$ cat src/rtl/iic_cfg_pkg.sv
// State encodings and the HMC588L register table for the IIC configuration sequencer.
// IIC_READBACK_EN adds the REQ_RD state used for write-then-read verification.
package iic_cfg_pkg;

`ifdef IIC_READBACK_EN
  typedef enum logic [2:0] {IDLE, REQ_WR, WAIT_GAP, DONE, ERROR, REQ_RD} state_t;
`else
  typedef enum logic [2:0] {IDLE, REQ_WR, WAIT_GAP, DONE, ERROR} state_t;
`endif

  localparam int TABLE_DEPTH = 16;

  localparam logic [7:0] CFG_ADDR [0:TABLE_DEPTH-1] = '{
    8'h01, 8'h02, 8'h03, 8'h04, 8'h00, 8'h00, 8'h00, 8'h00,
    8'h00, 8'h00, 8'h00, 8'h00, 8'h00, 8'h00, 8'h00, 8'h00
  };

  localparam logic [7:0] CFG_DATA [0:TABLE_DEPTH-1] = '{
    8'h1F, 8'h00, 8'h0A, 8'h55, 8'h00, 8'h00, 8'h00, 8'h00,
    8'h00, 8'h00, 8'h00, 8'h00, 8'h00, 8'h00, 8'h00, 8'h00
  };

endpackage

$ cat src/rtl/iic_cfg_rom.sv
// Combinational lookup of one {register address, data} table entry.
module iic_cfg_rom
  import iic_cfg_pkg::*;
(
  input  logic [3:0] idx,
  output logic [7:0] addr,
  output logic [7:0] data
);

  assign addr = CFG_ADDR[idx];
  assign data = CFG_DATA[idx];

endmodule

$ cat src/rtl/iic_cfg_sequencer.sv
// Walks the constant register table, issuing one IIC write per entry with a bus-free gap between.
// Define IIC_READBACK_EN to read back each write and retry on mismatch.
module iic_cfg_sequencer
  import iic_cfg_pkg::*;
#(
  parameter int NUM_REGS       = 4,
  parameter int GAP_CYCLES     = 1024,
  parameter int TIMEOUT_CYCLES = 65536,
  parameter int RETRY_MAX      = 3
) (
  input  logic       clk,
  input  logic       rst_n,
  input  logic       start,
  output logic       busy,
  output logic       done,
  output logic       err,
  output logic [3:0] err_idx,
  output logic       iicwr_req,
  output logic       iicrd_req,
  output logic [7:0] iic_addr,
  output logic [7:0] iic_wrdb,
  input  logic [7:0] iic_rddb,
  input  logic       iic_ack
);

  localparam int GW = (GAP_CYCLES > 1) ? $clog2(GAP_CYCLES) : 1;
  localparam logic [GW-1:0] GAP_LAST = GW'(GAP_CYCLES - 1);
  localparam logic [16:0]   TMO_LAST = 17'(TIMEOUT_CYCLES - 1);
  localparam logic [3:0]    IDX_LAST = 4'(NUM_REGS - 1);

  state_t        state, state_nxt;
  logic [3:0]    idx, idx_nxt;
  logic [GW-1:0] gap_cnt, gap_nxt;
  logic [16:0]   tmo_cnt, tmo_nxt;
  logic          busy_nxt, done_nxt, err_nxt, wr_nxt;
  logic [3:0]    err_idx_nxt;
  logic [7:0]    addr_nxt, wrdb_nxt;
  logic [3:0]    rom_idx;
  logic [7:0]    rom_addr, rom_data;

`ifdef IIC_READBACK_EN
  localparam int RW = $clog2(RETRY_MAX + 2);
  logic [RW-1:0] retry_cnt, retry_nxt;
  logic          redo, redo_nxt, rd_nxt;
`else
  logic unused_rb;
  assign unused_rb = (^iic_rddb) ^ (RETRY_MAX != 0);
  assign iicrd_req = 1'b0;
`endif

  function automatic logic [16:0] tmo_step(input logic [16:0] c);
    return (&c) ? c : c + 17'd1;
  endfunction

  // Entry 0 is loaded on start; every later load is the entry after the current one.
  assign rom_idx = (state == IDLE) ? 4'd0 : idx + 4'd1;

  iic_cfg_rom u_rom (
    .idx  (rom_idx),
    .addr (rom_addr),
    .data (rom_data)
  );

  always_comb begin
    state_nxt   = state;
    idx_nxt     = idx;
    gap_nxt     = gap_cnt;
    tmo_nxt     = '0;
    busy_nxt    = busy;
    done_nxt    = 1'b0;
    err_nxt     = err;
    err_idx_nxt = err_idx;
    wr_nxt      = iicwr_req;
    addr_nxt    = iic_addr;
    wrdb_nxt    = iic_wrdb;
`ifdef IIC_READBACK_EN
    rd_nxt      = iicrd_req;
    retry_nxt   = retry_cnt;
    redo_nxt    = redo;
`endif
    case (state)
      IDLE: begin
        if (start) begin
          state_nxt = REQ_WR;
          busy_nxt  = 1'b1;
          err_nxt   = 1'b0;
          idx_nxt   = '0;
          wr_nxt    = 1'b1;
          addr_nxt  = rom_addr;
          wrdb_nxt  = rom_data;
`ifdef IIC_READBACK_EN
          retry_nxt = '0;
          redo_nxt  = 1'b0;
`endif
        end
      end
      REQ_WR: begin
        if (iic_ack) begin
          wr_nxt  = 1'b0;
          gap_nxt = '0;
`ifdef IIC_READBACK_EN
          state_nxt = REQ_RD;
          rd_nxt    = 1'b1;
`else
          state_nxt = WAIT_GAP;
`endif
        end else if (tmo_cnt == TMO_LAST) begin
          state_nxt = ERROR;
          wr_nxt    = 1'b0;
        end else begin
          tmo_nxt = tmo_step(tmo_cnt);
        end
      end
`ifdef IIC_READBACK_EN
      REQ_RD: begin
        if (iic_ack) begin
          rd_nxt  = 1'b0;
          gap_nxt = '0;
          if (iic_rddb == iic_wrdb) begin
            state_nxt = WAIT_GAP;
            retry_nxt = '0;
            redo_nxt  = 1'b0;
          end else if (retry_cnt == RW'(RETRY_MAX)) begin
            state_nxt = ERROR;
          end else begin
            state_nxt = WAIT_GAP;
            retry_nxt = retry_cnt + 1'b1;
            redo_nxt  = 1'b1;
          end
        end else if (tmo_cnt == TMO_LAST) begin
          state_nxt = ERROR;
          rd_nxt    = 1'b0;
        end else begin
          tmo_nxt = tmo_step(tmo_cnt);
        end
      end
`endif
      WAIT_GAP: begin
        if (gap_cnt == GAP_LAST) begin
          gap_nxt = '0;
`ifdef IIC_READBACK_EN
          if (redo) begin
            redo_nxt  = 1'b0;
            state_nxt = REQ_WR;
            wr_nxt    = 1'b1;
          end else
`endif
          if (idx == IDX_LAST) begin
            state_nxt = DONE;
          end else begin
            idx_nxt   = idx + 4'd1;
            state_nxt = REQ_WR;
            wr_nxt    = 1'b1;
            addr_nxt  = rom_addr;
            wrdb_nxt  = rom_data;
          end
        end else begin
          gap_nxt = gap_cnt + 1'b1;
        end
      end
      DONE: begin
        done_nxt  = 1'b1;
        busy_nxt  = 1'b0;
        state_nxt = IDLE;
      end
      ERROR: begin
        err_nxt     = 1'b1;
        err_idx_nxt = idx;
        busy_nxt    = 1'b0;
        wr_nxt      = 1'b0;
`ifdef IIC_READBACK_EN
        rd_nxt      = 1'b0;
`endif
        state_nxt   = IDLE;
      end
      default: state_nxt = IDLE;
    endcase
  end

  always_ff @(posedge clk or negedge rst_n) begin
    if (!rst_n) begin
      state     <= IDLE;
      idx       <= '0;
      gap_cnt   <= '0;
      tmo_cnt   <= '0;
      busy      <= 1'b0;
      done      <= 1'b0;
      err       <= 1'b0;
      err_idx   <= '0;
      iicwr_req <= 1'b0;
      iic_addr  <= '0;
      iic_wrdb  <= '0;
`ifdef IIC_READBACK_EN
      iicrd_req <= 1'b0;
      retry_cnt <= '0;
      redo      <= 1'b0;
`endif
    end else begin
      state     <= state_nxt;
      idx       <= idx_nxt;
      gap_cnt   <= gap_nxt;
      tmo_cnt   <= tmo_nxt;
      busy      <= busy_nxt;
      done      <= done_nxt;
      err       <= err_nxt;
      err_idx   <= err_idx_nxt;
      iicwr_req <= wr_nxt;
      iic_addr  <= addr_nxt;
      iic_wrdb  <= wrdb_nxt;
`ifdef IIC_READBACK_EN
      iicrd_req <= rd_nxt;
      retry_cnt <= retry_nxt;
      redo      <= redo_nxt;
`endif
    end
  end

endmodule
$ cat config.mk
export PLATFORM = sky130hd
export DESIGN_NAME = iic_cfg_sequencer
export DESIGN_NICKNAME = d
export VERILOG_FILES = /design/src/rtl/iic_cfg_pkg.sv /design/src/rtl/iic_cfg_rom.sv /design/src/rtl/iic_cfg_sequencer.sv
export SDC_FILE = /design/constraint.sdc
export NUM_CORES = 1
export LEC_CHECK = 0
export CORE_MARGIN = 2
export CORE_UTILIZATION = 34
export DETAILED_ROUTE_END_ITERATION = 7
export GPL_TIMING_DRIVEN = 0
export PLACE_DENSITY = 0.6
export SETUP_SLACK_MARGIN = 0.02
export SLEW_MARGIN = 20
export SYNTH_ARGS = -nofsm -noshare
export SYNTH_HDL_FRONTEND = slang
export SYNTH_SLANG_ARGS = --single-unit
$ cat constraint.sdc
create_clock -name clk -period 3.1 [get_ports clk]
set_input_delay 0.62 -clock clk [delete_from_list [all_inputs] [get_ports clk]]
set_output_delay 0.62 -clock clk [all_outputs]
set_load 0.01 [all_outputs]
=== Word level (Yosys, flattened, before mapping) ===
Memories as Yosys holds them, arrays and structs flattened.
Cells that the tools add are included.

* $add $sub $neg: 3
* $mul: 0
* Divide/modulo/power cells: 0
* $lt $le $gt $ge: 1
* Eq/ne operators: 13
* Shift operators: 0
* Multiplexer cells: 40
* Bitwise gates (word level): 1
* Reduce and logical (&&, ||, !) cells: 14

{| class="wikitable"
|+ Operator list
! operator !! count
|-
| 8-bit 2-to-1 mux || 10
|-
| 17-bit 2-to-1 mux || 4
|-
| 8-bit one-hot mux with 2 select lines || 2
|-
| 10-bit 2-to-1 mux || 2
|-
| 10-bit one-hot mux with 2 select lines || 1
|-
| 17-bit by 1-bit adder with 17-bit output, second input constant || 1
|-
| 17-bit by 16-bit equality test with 1-bit output, second input constant || 1
|-
| 17-bit AND reduction || 1
|-
| 4-bit 2-to-1 mux || 4
|-
| 3-bit 2-to-1 mux || 4
|-
| 10-bit by 1-bit adder with 10-bit output, second input constant || 1
|-
| 10-bit equality test, second input constant || 1
|-
| 3-bit one-hot mux with 3 select lines || 1
|-
| 2-bit != test, second input constant || 4
|-
| 4-bit one-hot mux with 2 select lines || 1
|-
| 2-bit nonzero test || 4
|-
| 1-bit 2-to-1 mux || 7
|-
| 3-bit by 2-bit equality test with 1-bit output, second input constant || 2
|-
| 2-bit AND reduction || 3
|-
| 5-bit greater-or-equal comparator, second input constant || 1
|-
| 4-bit NOT with 5-bit output || 1
|-
| 5-bit AND reduction || 1
|-
| 4-bit by 1-bit adder with 4-bit output, second input constant || 1
|-
| 4-bit by 2-bit equality test with 1-bit output, second input constant || 1
|-
| 12 further kinds || 13
|}

* Flip-flop bits (word level): 58
* Latch bits: 0
* Bits in writable memories: 0
* Memory bits (read-only): 256
* Input port bits: 12
* Logic and storage cells: 85
* Memories kept: 2

{| class="wikitable"
|+ Memory list
! memory !! depth !! bits a word !! rd ports !! clocked after memory_dff !! wr ports !! line !! text
|-
| (no name shown) || 16 || 8 || 1 || 0 || 0 || iic_cfg_rom.sv:10 || <nowiki>assign addr = CFG_ADDR[idx];</nowiki>
|-
| (no name shown) || 16 || 8 || 1 || 0 || 0 || iic_cfg_rom.sv:11 || <nowiki>assign data = CFG_DATA[idx];</nowiki>
|}

=== Longest topological paths before layout ===
Gate-level depths: netlist of the first run.

* Depth after elaboration: 9
* Depth in mapped cells: 8
* Mapped depth without buffers: 6

=== Hierarchy ===
From an unflattened synthesis of the first run, not the netlist that was laid out.

* Cells, all modules: 299
* Area total of the unflattened synthesis: 3094.2 um^2

{| class="wikitable"
|+ By module, submodules not included
! module !! times used !! cells each !! area an instance (um^2)
|-
| iic_cfg_sequencer || 1 || 281 || 2962.8
|-
| iic_cfg_rom || 1 || 18 || 131.4
|}

=== Least setup slack after synthesis of the first run ===
Ideal clock, no wire load.

* Kind: input port to flip-flop
* Start: in iic_ack
* End: reg tmo_cnt[13]
* Setup time: 0.132 ns
* Arrival time: 2.290 ns
* Setup slack: 0.678 ns
* Stages: 7
* Path buffers: 2
* Cells stage by stage: or4b_4 buf_6 or4_4 buf_6 o211ai_1 xor2_1 nor2_1

* Word-level cells in the longest chain between the ends: 2
* Elaborated cells on any way between the ends: 3

{| class="wikitable"
|+ RTL lines
! what !! line !! text
|-
| start: declaration || iic_cfg_sequencer.sv:23 || <nowiki>input logic iic_ack</nowiki>
|-
| 17-bit 2-to-1 mux || iic_cfg_sequencer.sv:98 || <nowiki>if (iic_ack) begin</nowiki>
|-
| 17-bit 2-to-1 mux || iic_cfg_sequencer.sv:81 || <nowiki>case (state)</nowiki>
|-
| end signal: assignment || iic_cfg_sequencer.sv:202 || <nowiki>tmo_cnt <= tmo_nxt;</nowiki>
|-
| end: declaration || iic_cfg_sequencer.sv:34 || <nowiki>logic [16:0] tmo_cnt, tmo_nxt;</nowiki>
|}

Parallel ways exist; a longest one is shown, timed or not.
A chain may end at the register's enable or synchronous reset.

=== Worst setup path in the final report of the first run ===
Ends and elaborated chain as after synthesis.

==> impl_metrics.csv, run 1 <==
group,metric,value,unit
global_route,grtUsageTotal,13.15,%
timing,fmax,0.3710,GHz
outcome,status,"finished, final reports clean",
synth,synthArstFlopShare,100.0,%
synth,synth-warning-count,0,
layout,finalNetCount,320,
global_route,top_usage_layer,"met2",
clock_network,cts_hold_buffers,0,
synth,netlist_instances,269,
layout,final_area,0.002985,mm^2
synth,netlist_area,0.002525,mm^2
drt,drc,0,
timing,slew_headroom,48.02,%
die,initial_core_util,35.00,%
layout,seq_area,0.001176,mm^2
global_route,use_met2,20.61,%
power,vdd_drop_max,0.3494,mV
clock_network,cts_sinks,47,
clock_network,clk_latency,0.31,ns
power,finalPower,2037,uW
placed_design,port_buffers,20,
timing,setup_viol,0,
timing,slew_violations,0,
die,die_w,90.18,um
timing,fin_crit_sh,86.94,%
layout,area_growth,18.24,%
clock_network,htreeDepth,2,
synth,yosysSeqAreaShare,46.58,%
worst_setup_path,critPathKind,"primary input to flip-flop",
layout,diodes,0,
clock_network,clockRootBuffer,"clkbuf_8",
worst_hold_path,hold_path_class,"primary input to async pin",
timing,fin_worst_skew,0.01128,ns
die,die-area,0.008132,mm^2
drt,ant_nets,0,
global_route,grt_max_degree,33,
clock_network,clkTransAtPathRegs,0.09,ns
synth,ys_ff_latch,47,
worst_setup_path,cp.arrival,2.87,ns
power,p_per_area,682.2,mW/mm^2
synth,synth_ff_type,"dfrtp_1",
worst_setup_path,endpoint_kind,"flip-flop",
clock_network,numCtsBuffers,5,
timing,hold_viol,0,
placed_design,hpwl,3.644,mm
global_route,grtUsageMet3,4.107,%
timing,rsz0062_at_grt,"false",
layout,nFillCells,742,
global_route,grt_pass1_wl,8.797,mm
synth,synth_edf_count,0,
layout,multiInputGateArea,0.001189,mm^2
worst_setup_path,crit_fanout,10,
synth,ys_types,47,
drt,drt-pass1-iter-count,4,
global_route,grt_overflow,0,
clock_network,cts_tree,"done",
drt,vias,1992,
worst_setup_path,crit_path_frequent_cell,"buf_6",
drt,routedWlPerCell,12.71,um
global_route,first_global_vias,1870,
timing,tightest_slew,0.7737,ns
clock_network,cts_buffer_depth,2,
global_route,antenna_found_initial,0,
worst_setup_path,required,3.27,ns
clock_network,post_cts_buffers,0,
die,die_height,90.18,um
layout,drive_gt1_share,11.48,%
worst_setup_path,worstPathCellList,"clkdlybuf4s50_1 > or4b_4 > buf_6 > or4_4 > buf_6 > o211ai_1 > xor2_1 > nor2_1",
worst_setup_path,start_kind,"primary input",
power,cellLeakagePower,0.001268,uW
drt,vias_per_cell,4.931,
timing,min_period,2.695,ns
worst_setup_path,crit_path_max_incr_delay,0.53,ns
timing,tns,0,ns
placed_design,place_congestion,0.7863,
placed_design,dpl_cell_area,0.002890,mm^2
die,core_area,0.007214,mm^2
drt,drtIter0Drc,73,
flow_run,maxCapViolCount,0,
drt,totalWireLength,5.135,mm
die,pin_count,37,
worst_setup_path,crit_path_top_delay_cell,"or4b_4",
global_route,grt_use_met1,17.51,%
synth,avgSynthCellArea,9.386,um^2
die,num_rows,31,
layer usage:
layer  routed length, um  up-vias
li1                    -     1010
met1                2548      943
met2                2311       37
met3                 238        2
met4                  36        0
met5                   0        -
power breakdown:
group          switching, uW  total [uW]  internal, uW  leakage [uW]
logic                    427         829           401      0.000592
clock network            219         381           162     0.0000418
registers               97.7         827           729      0.000634
total                    744        2040          1290       0.00127
worst paths after layout:
path                                   startpoint                       to  slack [ns]  depth (start not counted)
hold reg to reg                   err$_DFFE_PN0P_          err$_DFFE_PN0P_        0.49                          1
setup reg to reg           tmo_cnt[0]$_DFFE_PN0P_  tmo_cnt[13]$_DFFE_PN0P_        0.48                          7
setup / recovery                          iic_ack  tmo_cnt[13]$_DFFE_PN0P_        0.40                          8
hold / removal                              rst_n  tmo_cnt[10]$_DFFE_PN0P_        0.22                          1
min in group clk                  err$_DFFE_PN0P_          err$_DFFE_PN0P_        0.49                          1
max in group asynchronous                   rst_n   tmo_cnt[2]$_DFFE_PN0P_        2.38                          2
cell usage in the layout (no fill, tap or decap), types with 3 or more instances in the layout:
cell type	count
dfrtp_1	47
nor2_1	28
nand2_1	21
o21ai_0	19
clkdlybuf4s50_1	19
nand3_1	14
xor2_1	12
buf_4	12
clkbuf_1	10
nor3_1	9
a21oi_1	9
nand4_1	9
inv_1	8
conb_1	8
o21ai_1	6
clkbuf_8	5
and3_1	4
nand2b_1	4
o211ai_1	4
mux2_2	4
ha_1	4
buf_6	3
o31ai_1	3
a21o_1	3
xnor2_1	3
registers in the layout (all words and copies together), names as in the netlist:
signal     cells
state          3
busy           1
idx            4
iic_wrdb       3
err_idx        4
iicwr_req      1
iic_addr       2
tmo_cnt       17
err            1
gap_cnt       10
done           1
cells in the mapped netlist, types with 2 or more instances:
cell type	n	share of area, %
o211ai_1	4	1.2
a211o_1	2	0.69
o31a_1	2	0.69
o21ai_0	19	3.8
o41ai_1	2	0.69
nand3_1	14	2.8
o21ai_1	6	1.2
inv_1	8	1.2
clkbuf_1	9	1.3
o31ai_1	3	0.89
nor2_1	28	4.2
dfrtp_1	47	47
nor4_1	3	0.74
nand2_1	21	3.1
buf_6	3	1.3
mux2_2	4	1.8
and3_1	4	0.99
nand4_1	9	2.2
a21oi_1	9	1.8
nor2b_1	2	0.50
and4_1	2	0.69
a21o_1	3	0.89
a21boi_0	2	0.59
buf_4	12	3.6
nor3_1	9	1.8
nand2b_1	4	0.99
o2111ai_2	2	1.2
ha_1	4	2.0
xor2_1	12	4.2
xnor2_1	3	1.0
what timing repair did:
action | CTS | global route
endpoints found under the hold margin | 0 | 0
setup endpoints to repair | 0 | 7
gates resized for setup | 0 | 1
critical path, delay by kind of cell:
kind	cells	cell delay (ns)
and+or+nand+nor	3	1.10
buffers and inverters	3	0.76
AOI/OAI and AO/OA	1	0.21
xor gates and xnor gates	1	0.16
through the flow:
stage                     cells  util, %  hold slack (ns)  worst slack, ns
after global placement      395    39.85           0.4696          0.04744
after global routing        404    41.38           0.2303           0.2128
after detailed placement    396    40.06           0.4760          0.06660
final                       404    41.38           0.2221           0.4049
after CTS                   404    41.29           0.2234           0.2692
after floorplan             276        -           0.3244           0.6784
cell type report:
cell class                 instances  share of cell area (%)
multi-input combinational        196                   39.82
sequential                        47                   39.40
timing repair buffer              21                   7.209
buffer                            25                   5.448
tap                               99                   4.149
clock buffer                       6                   2.431
inverter                           8                   1.006
clock inverter                     2                  0.5448
cells by family after synthesis:
| family | count (synthesis) | share of synthesized area (%) |
|---|---|---|
| other | 1 | 0.1485 |
| DFF | 47 | 46.58 |
| and+or+nand+nor | 103 | 20.42 |
| adders and majority gates | 4 | 1.982 |
| xor gates and xnor gates | 15 | 5.203 |
| AOI/OAI and AO/OA | 62 | 16.25 |
| muxes | 4 | 1.784 |
| buffers and inverters | 33 | 7.631 |
(Power assumes the default switching activity.)
==> inputs of run 2 (changes only) <==
- CORE_UTILIZATION: 34 -> 45
- PLACE_DENSITY: 0.6 -> 0.74
- SLEW_MARGIN: 20 -> unset
==> run 2 against run 1 <==
- flip-flop and latch count stayed put
- first-iteration DRC count is 6.8% higher
- combinational power is 0.7% lower
- die area is 23% lower
==> impl_metrics.csv, run 2 (synthesis gave the netlist of run 1 again) <==
group,metric,value,unit
layout,largest_register_ffs,17,
timing,tightest_slew,0.7527,ns
power,vdd_drop_max,0.4219,mV
clock_network,htreeDepth,2,
timing,rsz0062_at_grt,"false",
timing,min_period,2.734,ns
die,die-area,0.006226,mm^2
clock_network,cts_hold_buffers,0,
layout,nFillCells,515,
placed_design,place_congestion,0.8575,
timing,slew_violations,0,
clock_network,post_cts_buffers,0,
timing,hold_viol,0,
drt,drtIter0Drc,78,
clock_network,numCtsBuffers,5,
placed_design,hpwl,3.567,mm
worst_setup_path,startpoint,"iic_ack",
worst_setup_path,crit_path_top_delay_cell,"or4b_4",
drt,ant_nets,0,
worst_setup_path,critPathKind,"primary input to flip-flop",
global_route,grtUsageTotal,17.68,%
die,num_rows,27,
global_route,grt_pass1_wl,8.797,mm
worst_setup_path,critPathCapture,"tmo_cnt[9]$_DFFE_PN0P_",
worst_setup_path,worstPathCellList,"clkdlybuf4s50_1 > or4b_4 > buf_6 > or4_4 > buf_6 > o211ai_1 > xor2_1 > nor2_1",
timing,slew_headroom,49.43,%
layout,top_regs,"tmo_cnt (17), gap_cnt (10)",
clock_network,cts-resized-gates,0,
worst_hold_path,hold_path_class,"primary input to async pin",
clock_network,clkTransAtPathRegs,0.09,ns
timing,fin_worst_skew,0.005722,ns
global_route,grt_overflow,0,
worst_setup_path,start_kind,"primary input",
power,p_per_area,694.9,mW/mm^2
layout,most-common-layout-cells,"dfrtp_1 (47), nor2_1 (28), nand2_1 (21)",
die,die_height,78.91,um
worst_setup_path,crit_fanout,10,
clock_network,clockRootBuffer,"clkbuf_8",
worst_setup_path,reg2reg_depth,7,
worst_setup_path,crit_path_max_incr_delay,0.53,ns
flow_run,maxCapViolCount,0,
worst_setup_path,r2r_setup_slack,0.38,ns
global_route,antenna_found_initial,0,
worst_setup_path,rr_startpoint,"tmo_cnt[0]$_DFFE_PN0P_",
layout,area_growth,17.10,%
die,die_w,78.91,um
global_route,first_global_vias,1931,
layout,finalNetCount,320,
placed_design,port_buffers,20,
drt,drt-pass1-iter-count,4,
layout,largest_register,"tmo_cnt",
worst_setup_path,cp.arrival,2.90,ns
drt,totalWireLength,4.952,mm
die,core_area,0.005473,mm^2
die,pin_count,37,
drt,vias_per_cell,5.422,
clock_network,cts_buffer_depth,2,
clock_network,cts_sinks,47,
timing,setup_viol,0,
die,initial_core_util,46.14,%
timing,tns,0,ns
clock_network,clk_latency,0.30,ns
worst_setup_path,required,3.27,ns
timing,holdWs,0.1708,ns
global_route,grt_max_degree,39,
timing,fmax,0.3658,GHz
layout,final_common_cell,"dfrtp_1",
outcome,status,"finished, final reports clean",
timing,fin_crit_sh,88.19,%
worst_setup_path,crit_path_frequent_cell,"buf_6",
drt,drc,0,
worst_setup_path,endpoint_kind,"flip-flop",
clock_network,cts_tree,"done",
layout,diodes,0,
worst_setup_path,timing.rr.end,"tmo_cnt[14]$_DFFE_PN0P_",
drt,vias,2044,
layout,drive_gt1_share,11.15,%
power,cellLeakagePower,0.001278,uW
drt,routedWlPerCell,13.14,um
[run 2: cell count changes in the layout (fill, tap and decap cells not counted), sizes merged]
cell / previous run / this run
clkbuf: 15 / 17
inv: 9 / 8
clkinvlp: 1 / 0
[run 2: report_power, final]
part,total (uW),internal [uW],switching [uW]
Clock,404,204,200
Sequential,828,729,98.7
Combinational,823,400,423
[run 2: per-layer routing]
layer  track usage (%)  vias to the layer above  part of all wire (%)
met5                 0                        -                     0
met1             23.56                      973                    46
met2             28.12                       53                    48
met4             6.897                        0                   1.9
li1                  -                     1007                     -
met3             4.091                       11                   4.4
[run 2: per-stage QoR]
stage	std cells	instance area (um^2)	utilization, %	total power, uW	setup WS, ns
after floorplan	276	2551	-	1347	0.6784
after global placement	368	2841	51.92	1646	0.08636
after detailed placement	369	2856	52.19	1668	0.03547
after CTS	377	2957	54.02	2082	0.3521
after global routing	377	2957	54.02	2210	0.04656
final	377	2957	54.02	2055	0.3662
[run 2: layout make-up]
type | count | area, um^2 | area share [%]
clock buffer | 8 | 100.1 | 3.386
multi-input combinational | 196 | 1182 | 39.99
timing repair buffer | 21 | 215.2 | 7.279
inverter | 8 | 30.03 | 1.016
tap | 72 | 90.09 | 3.047
buffer | 25 | 162.7 | 5.501
sequential | 47 | 1176 | 39.78
[run 2: how the worst min path moves through the flow]
stage,startpoint,endpoint,cells past startpoint
5_1_grt,rst_n,tmo_cnt[7]$_DFFE_PN0P_,1
6_report,rst_n,tmo_cnt[7]$_DFFE_PN0P_,1
2_1_floorplan,rst_n,busy$_DFFE_PN0P_,0
4_1_cts,rst_n,tmo_cnt[7]$_DFFE_PN0P_,1
3_5_place_dp,err$_DFFE_PN0P_,err$_DFFE_PN0P_,1
3_3_place_gp,gap_cnt[6]$_DFFE_PN0P_,gap_cnt[6]$_DFFE_PN0P_,1
[run 2: worst max-delay path: cells and delay by family]
kind / cells / cell delay (ns)
xor+xnor: 1 / 0.20
compound gates: 1 / 0.21
simple gates: 3 / 1.10
buf+inv: 3 / 0.77
